**src/rtl/mult_ctrl.sv**
```systemverilog
// mult_ctrl: sequencing and stall controller for the shift-and-add multiplier.
// Issues the start pulse, lends the E-stage ALU to the multiplier while it
// runs, freezes F/D and bubbles E, then pulses HiLoValid when HI/LO are ready.
module mult_ctrl #(
    parameter int unsigned LATENCY = 34
) (
    input  logic        clk,
    input  logic        rst,
    input  logic        MultReqE,
    input  logic        MultSgnE,
    input  logic        FlushEIn,
    input  logic [31:0] SrcAE,
    input  logic [31:0] SrcBE,
    input  logic [31:0] MultALU_A,
    input  logic [31:0] MultALU_B,
    output logic        MultE,
    output logic        MultSgn,
    output logic [31:0] ALUInA,
    output logic [31:0] ALUInB,
    output logic        StallF,
    output logic        StallD,
    output logic        FlushE,
    output logic        Busy,
    output logic        HiLoValid
);

    typedef enum logic [1:0] {
        IDLE = 2'd0,
        RUN  = 2'd1,
        DONE = 2'd2
    } state_t;

    localparam logic [5:0] LAST_RUN = 6'(LATENCY - 1);

    state_t     state;
    logic [5:0] cnt;
    logic       start;

    // start condition is evaluated in the IDLE cycle itself (cycle T)
    always_comb begin
        start = (state == IDLE) && MultReqE && !FlushEIn && !rst;
    end

    // state register and run counter; completion is defined purely by cnt
    always_ff @(posedge clk) begin
        if (rst) begin
            state <= IDLE;
            cnt   <= '0;
        end else begin
            unique case (state)
                IDLE: begin
                    if (start) begin
                        state <= RUN;
                        cnt   <= 6'd1;
                    end
                end
                RUN: begin
                    cnt <= cnt + 6'd1;
                    if (cnt == LAST_RUN) begin
                        state <= DONE;
                    end
                end
                DONE: begin
                    state <= IDLE;
                    cnt   <= '0;
                end
                default: begin
                    state <= IDLE;
                    cnt   <= '0;
                end
            endcase
        end
    end

    // output decode; reset forces all control outputs low and passes operands
    always_comb begin
        MultE     = 1'b0;
        MultSgn   = 1'b0;
        ALUInA    = SrcAE;
        ALUInB    = SrcBE;
        StallF    = 1'b0;
        StallD    = 1'b0;
        FlushE    = 1'b0;
        Busy      = 1'b0;
        HiLoValid = 1'b0;
        if (!rst) begin
            unique case (state)
                IDLE: begin
                    FlushE = FlushEIn;
                    if (start) begin
                        MultE   = 1'b1;
                        MultSgn = MultSgnE;
                        StallF  = 1'b1;
                        StallD  = 1'b1;
                        FlushE  = 1'b1;
                    end
                end
                RUN: begin
                    ALUInA = MultALU_A;
                    ALUInB = MultALU_B;
                    StallF = 1'b1;
                    StallD = 1'b1;
                    FlushE = 1'b1;
                    Busy   = 1'b1;
                end
                DONE: begin
                    HiLoValid = 1'b1;
                    Busy      = 1'b1;
                end
                default: begin
                    FlushE = FlushEIn;
                end
            endcase
        end
    end

endmodule
```
**config.mk**
```make
export PLATFORM = sky130hd
export DESIGN_NAME = mult_ctrl
export DESIGN_NICKNAME = d
export VERILOG_FILES = /design/src/rtl/mult_ctrl.sv
export SDC_FILE = /design/constraint.sdc
export NUM_CORES = 1
export LEC_CHECK = 0
export CORE_MARGIN = 2
export CORE_UTILIZATION = 21
export CTS_BUF_LIST = sky130_fd_sc_hd__clkbuf_4 sky130_fd_sc_hd__clkbuf_8 sky130_fd_sc_hd__clkbuf_16
export DETAILED_ROUTE_END_ITERATION = 8
export GPL_TIMING_DRIVEN = 0
export PLACE_DENSITY_LB_ADDON = 0.08
export SLEW_MARGIN = 20
export SYNTH_ARGS = -nofsm -noshare
export SYNTH_HDL_FRONTEND = slang
export SYNTH_SLANG_ARGS = --single-unit
```
**constraint.sdc**
```tcl
create_clock -name clk -period 1.7 [get_ports clk]
set_input_delay 0.255 -clock clk [delete_from_list [all_inputs] [get_ports clk]]
set_output_delay 0.255 -clock clk [all_outputs]
set_load 0.005 [all_outputs]
```
==> impl_metrics.toml, run 1 <==
[logic_synthesis]
syn_inst = 133
ys_types = 31
avgSynthCellArea_um2 = 9.74
syn_area_um2 = 1290
ys_seq_area_frac = 0.124
yosys_register_bits = 8
synth_top_area_cell = "mux2_2"
yosysWarningCount = 0
synth_area_leaders = "mux2_2 (56%), dfxtp_1 (12%), ha_1 (5.8%)"
synth_top_area_share = 0.557
synth_nets = 272

[place]
place_area_um2 = 3410
portBuffers = 202
dpl.cell_count = 410
place_ws_ns = -0.687
place_congestion = 0.754
post-dp-hpwl_mm = 6.44

[worst_setup_path]
critPathMaxStageDelay_ns = 0.32
cpMostUsedCell = "buf_8"
slowest_stage = "dfxtp_2"
cp-end-kind = "output pin"
critical_path_buf_inv_count = 7
cp.arrival_ns = 1.86
start_kind = "flop"
crit_type = "flop to output pin"
required_ns = 1.44
critical_path.cell_chain = "inv_2, ha_4, inv_4, nor2_4, buf_8, buf_12, buf_8, buf_8, mux2_4, buf_6"
critPathMaxFanout = 5
path_delay_family = "buffers and inverters"

[floorplanning]
die_y_um = 82.5
io_pins = 204
start_util = 0.217
dieArea_um2 = 6810
rows = 28
die_x_um = 82.5
core_um2 = 5960

[finish]
seq_area_um2 = 163
diodes = 0
final_common_cell = "clkdlybuf4s50_1"
postLayoutCoreUtil = 0.727
drive_gt1_frac = 0.515
final_nets = 518
multi_input_area_um2 = 1330
fillerInstances = 431
finalInstanceArea_um2 = 4330
final_cell_mix = "clkdlybuf4s50_1 (129), buf_6 (85), mux2_4 (62)"
instances_no_fill = 452
syn_to_final_growth_pct = 234

[sta]
rsz0062_at_grt = "yes"
timing.final.crit_period_ns = 2.12
setup_viol = 64
fin_ws_ns = -0.415
fmax_ghz = 0.473
skew_ns = 0.00100
hold_viol_final = 0
timing.final.max_slew_violations = 0
finalCritPeriodShare = 1.24
worstMarginPinSlew_ns = 0.546
whs_ns = 0.277
maxSlewHeadroom = 0.634

[global_route]
grt_pass1_vias = 2142
gr-total-overflow = 0
grt_pass1_wl_mm = 11.8
grt_usage = 0.240
grt_max_degree = 11
antenna_found_initial = 1

[clock_tree]
numCtsBuffers = 3
htreeDepth = 1
cts-root-buf = "clkbuf_8"
numClockSinks = 8
clock_latency_ns = 0.23
path_clk_slew_ns = 0.04
cts_hold_buf = 0
cts_tree = "done"
cts_buffer_depth = 2

[drt]
routed_wl_mm = 9.03
vias_per_cell = 4.45
initialDrtViolationCount = 27
drc = 0
firstDrtPassIters = 4
vias = 2012
wire_per_inst_um = 20.0
antenna_left = 0

[run]
drv_cap = 0

[power]
powerDensity_nw_per_um2 = 476
p_leak_nw = 1.94
vdd_ir_drop_max_mv = 0.253

[run_status]
status = "finished with violations"
violations = "setup timing"

[worst_hold_path]
worstHoldPathType = "input port to flop"
-- flip-flops by register name, summed over array words and instances, names as in the netlist --
register	count
cnt	6
state	2
-- stage by stage --
step           power, mW  TNS (ns)
2_1_floorplan      0.615         0
3_3_place_gp        1.31    -40.01
3_5_place_dp        1.32    -40.64
4_1_cts             2.05    -19.53
5_1_grt             2.17    -22.46
6_report            2.06    -19.75
-- cells in the mapped netlist (all sizes together) --
| cell type | instances |
|---|---|
| o211ai | 1 |
| a31o | 1 |
| nand4 | 2 |
| inv | 8 |
| nand2 | 1 |
| a21oi | 4 |
| xor2 | 2 |
| o22ai | 1 |
| nor2 | 5 |
| or3 | 1 |
| xnor2 | 1 |
| and3 | 1 |
| nor3b | 1 |
| a221oi | 1 |
| nand2b | 1 |
| mux2 | 64 |
| ha | 6 |
| o2111ai | 1 |
| o21ai | 5 |
| a31oi | 1 |
| nor2b | 3 |
| buf | 9 |
| a211oi | 2 |
| dfxtp | 8 |
| and2 | 1 |
| nor3 | 2 |
-- layer usage --
layer,share of wire,global-route usage
met1,0.35,0.259
met2,0.51,0.428
met3,0.12,0.0967
met4,0.011,0.0738
met5,0,0
-- area by class of cell --
cell class / instances / area share
Multi-Input combinational cell: 108 / 0.307
Clock buffer: 3 / 0.00954
Sequential cell: 8 / 0.0376
Timing Repair Buffer: 242 / 0.592
Tap cell: 75 / 0.0217
Buffer: 8 / 0.0252
Inverter: 8 / 0.00752
-- cell families after synthesis --
logic type	count (synthesis)	share of synthesized area
buffers and inverters	17	0.0744
adder cells (fa/ha/maj)	6	0.0580
XOR/XNOR	3	0.0203
multiplexers	64	0.557
flip-flops	8	0.124
AO/OA/AOI/OAI	17	0.0821
AND/OR/NAND/NOR	18	0.0850
-- worst paths after layout --
kind | start | endpoint | slack [ns] | cells after the start
hold reg to reg | cnt[5] | state[1] | 0.51 | 2
setup / recovery | state[1] | ALUInB[12] | -0.42 | 10
hold / removal | rst | state[0] | 0.28 | 2
setup reg to reg | state[1] | cnt[3] | 0.14 | 8
-- timing repair --
action,4_1_cts,5_1_grt
setup buffers,34,6
pin swaps,4,0
endpoints found under the setup margin,77,73
gates resized for setup,438,15
cloned,6,0
-- report_power, final --
part	switching, mW	internal, mW
logic	0.497	1.11
clock network	0.0814	0.154
registers	0.0165	0.203
Power figures use the tool's default switching activity.
==> inputs of run 2 (changes only) <==
--- a/config.mk
+++ b/config.mk
@@ -10,6 +10,7 @@
 export CTS_BUF_LIST = sky130_fd_sc_hd__clkbuf_4 sky130_fd_sc_hd__clkbuf_8 sky130_fd_sc_hd__clkbuf_16
 export DETAILED_ROUTE_END_ITERATION = 8
 export GPL_TIMING_DRIVEN = 0
+export HOLD_SLACK_MARGIN = 0.12
 export PLACE_DENSITY_LB_ADDON = 0.08
 export SLEW_MARGIN = 20
 export SYNTH_ARGS = -nofsm -noshare
==> results of run 2 <==
Final layout, timing and power as in run 1 (identical DEF).
==> inputs of run 3 (changes only) <==
--- a/config.mk
+++ b/config.mk
@@ -5,8 +5,9 @@
 export SDC_FILE = /design/constraint.sdc
 export NUM_CORES = 1
 export LEC_CHECK = 0
+export ABC_AREA = 1
 export CORE_MARGIN = 2
-export CORE_UTILIZATION = 21
+export CORE_UTILIZATION = 22
 export CTS_BUF_LIST = sky130_fd_sc_hd__clkbuf_4 sky130_fd_sc_hd__clkbuf_8 sky130_fd_sc_hd__clkbuf_16
 export DETAILED_ROUTE_END_ITERATION = 8
 export GPL_TIMING_DRIVEN = 0
==> impl_metrics.toml, run 3 <==
[run_status]
status = "finished with violations"
violations = "setup timing"

[worst_setup_path]
cpMostUsedCell = "inv_4"
path_delay_family = "buffers and inverters"
critPathMaxFanout = 5
critPathMaxStageDelay_ns = 0.38
crit_type = "flop to output pin"
required_ns = 1.44
cp.arrival_ns = 1.63
cp-end-kind = "output pin"
start_kind = "flop"
critical_path_buf_inv_count = 6
slowest_stage = "dfxtp_4"
critical_path.cell_chain = "ha_4, inv_4, nor2_4, inv_4, buf_12, buf_8, buf_6, nand2_2, nand2_1, buf_2"

[floorplanning]
dieArea_um2 = 7100
io_pins = 204
start_util = 0.226
core_um2 = 6280
die_x_um = 84.3
die_y_um = 84.3
rows = 29

[drt]
initialDrtViolationCount = 46
wire_per_inst_um = 14.4
highest_layer = "met4"
vias = 2689
antenna_left = 0
drc = 0
dr_wl_met2_mm = 4.85
vias_per_cell = 4.37
routed-wl-met3_um = 493
firstDrtPassIters = 4
routed_wl_mm = 8.89
wl_met1_mm = 3.39

[finish]
finalInstanceArea_um2 = 4220
reg_top3 = "cnt: 6 flops, state: 2 flops"
final_nets = 680
fillerInstances = 569
diodes = 0
final_common_cell = "clkdlybuf4s50_1"
largest_reg_flops = 6
drive_gt1_frac = 0.430
final_cell_mix = "clkdlybuf4s50_1 (131), nand2_1 (119), nand2_2 (77)"
top_register = "cnt"
syn_to_final_growth_pct = 197

[clock_tree]
cts-root-buf = "clkbuf_8"
cts_tree = "done"
cts_buffer_depth = 2
path_clk_slew_ns = 0.04
htreeDepth = 1
clock_latency_ns = 0.23
numCtsBuffers = 3
numClockSinks = 8
cts_hold_buf = 0

[logic_synthesis]
synth_top_area_cell = "nand2_1"
avgSynthCellArea_um2 = 4.84
synth_top_area_share = 0.543
synth_xor_area_frac = 0
yosysWarningCount = 0
synth_compound_area_frac = 0.0574
synthMuxAreaShare = 0
synth_fa_ha_area_frac = 0.0530
yosys_register_bits = 8
synth_nets = 432
synth_top_family_by_area = "simple AND/OR/NAND/NOR gates"
synth_area_leaders = "nand2_1 (54%), dfxtp_1 (11%), buf_4 (5.8%)"
synth_edf_count = 0
ys_types = 23
ys_seq_area_frac = 0.113
syn_area_um2 = 1420
yosysMostFrequentCell = "nand2_1"
yosys-top-cells-count = "nand2_1 (205), inv_1 (16), nor2_1 (15), buf_4 (11), dfxtp_1 (8)"
synth_ff_type = "dfxtp_1"
syn_inst = 293
synthSimpleGateAreaFrac = 0.639
async_flop_share = 0

[sta]
timing.final.max_slew_violations = 0
setup_viol = 66
fin_ws_ns = -0.185
finalCritPeriodShare = 1.11
maxSlewHeadroom = 0.830
worstMarginPinSlew_ns = 0.253
fmax_ghz = 0.530
hold_viol_final = 0
timing.final.crit_period_ns = 1.89
finalSetupTns_ns = -5.95
whs_ns = 0.244
skew_ns = 0.00357
rsz0062_at_grt = "yes"

[place]
place_area_um2 = 3540
portBuffers = 202
place_congestion = 0.805
post-dp-hpwl_mm = 6.27

[global_route]
antenna_found_initial = 0
grt_max_degree = 11
gr-total-overflow = 0
grt_pass1_wl_mm = 13.3
grt_pass1_vias = 2650
grt_usage = 0.229

[worst_hold_path]
worstHoldPathType = "input port to flop"

[run]
drv_cap = 0

[power]
p_leak_nw = 2.12
vdd_ir_drop_max_mv = 0.456
powerDensity_nw_per_um2 = 582
## run 3: changes by cell type in the layout (fill, tap and decap cells not counted), sizes merged, moves of 3 or more
cell	change
buf	+4
nor2	+12
clkbuf	+9
inv	+10
nand2	+206
a21oi	+4
mux2	-64
nand3	+5
dlygate4sd2	-5
nor2b	-3
## run 3: final cells by class
type	instances	area, µm²	share of cell area
Sequential cell	8	165	0.0392
Buffer	13	185	0.0439
Clock buffer	3	41.3	0.00979
Tap cell	77	96.3	0.0228
Timing Repair Buffer	247	2300	0.545
Inverter	18	80.1	0.0190
Multi-Input combinational cell	250	1350	0.320
## run 3: kinds of logic (layout without fill, tap and decap cells)
logic type,count (synthesis),after routing
compound gates,14,14
simple gates,230,230
fa+ha+maj,6,6
buf+inv,35,281
flops,8,8
## run 3: routing by layer
layer / vias to the layer above / track usage
met5: - / 0
met2: 108 / 0.452
met3: 14 / 0.0383
met1: 1199 / 0.254
met4: 0 / 0.0440
li1: 1368 / -
## run 3: repair_timing
| item | 4_1_cts | 5_1_grt |
|---|---|---|
| gates cloned | 6 | 4 |
| pin swaps | 31 | 28 |
| resized for setup | 380 | 84 |
| setup endpoints to repair | 71 | 68 |
| setup buffers | 35 | 10 |
## run 3: final timing paths
| path | startpoint | endpoint | slack, ns | depth (start not counted) |
|---|---|---|---|---|
| min | rst | cnt[1] | 0.24 | 2 |
| max reg2reg | state[0] | state[0] | 0.18 | 10 |
| max | state[0] | ALUInB[28] | -0.19 | 10 |
| min reg2reg | cnt[4] | cnt[4] | 0.48 | 2 |
## run 3: stage by stage
step                total power, mW  std cells  utilization  setup WS (ns)
global route                   2.63        616        0.672         -0.273
finish                         2.45        616        0.672         -0.185
detailed placement             1.78        572        0.563         -0.591
floorplan                     0.837        293            -          0.223
global placement               1.76        572        0.563         -0.517
CTS                            2.32        616        0.642         -0.191
## run 3: report_power, final
group | internal (mW) | total, mW | switching [mW]
sequential | 0.221 | 0.263 | 0.0418
clock | 0.154 | 0.232 | 0.0782
combinational | 1.13 | 1.96 | 0.826
total | 1.51 | 2.45 | 0.946
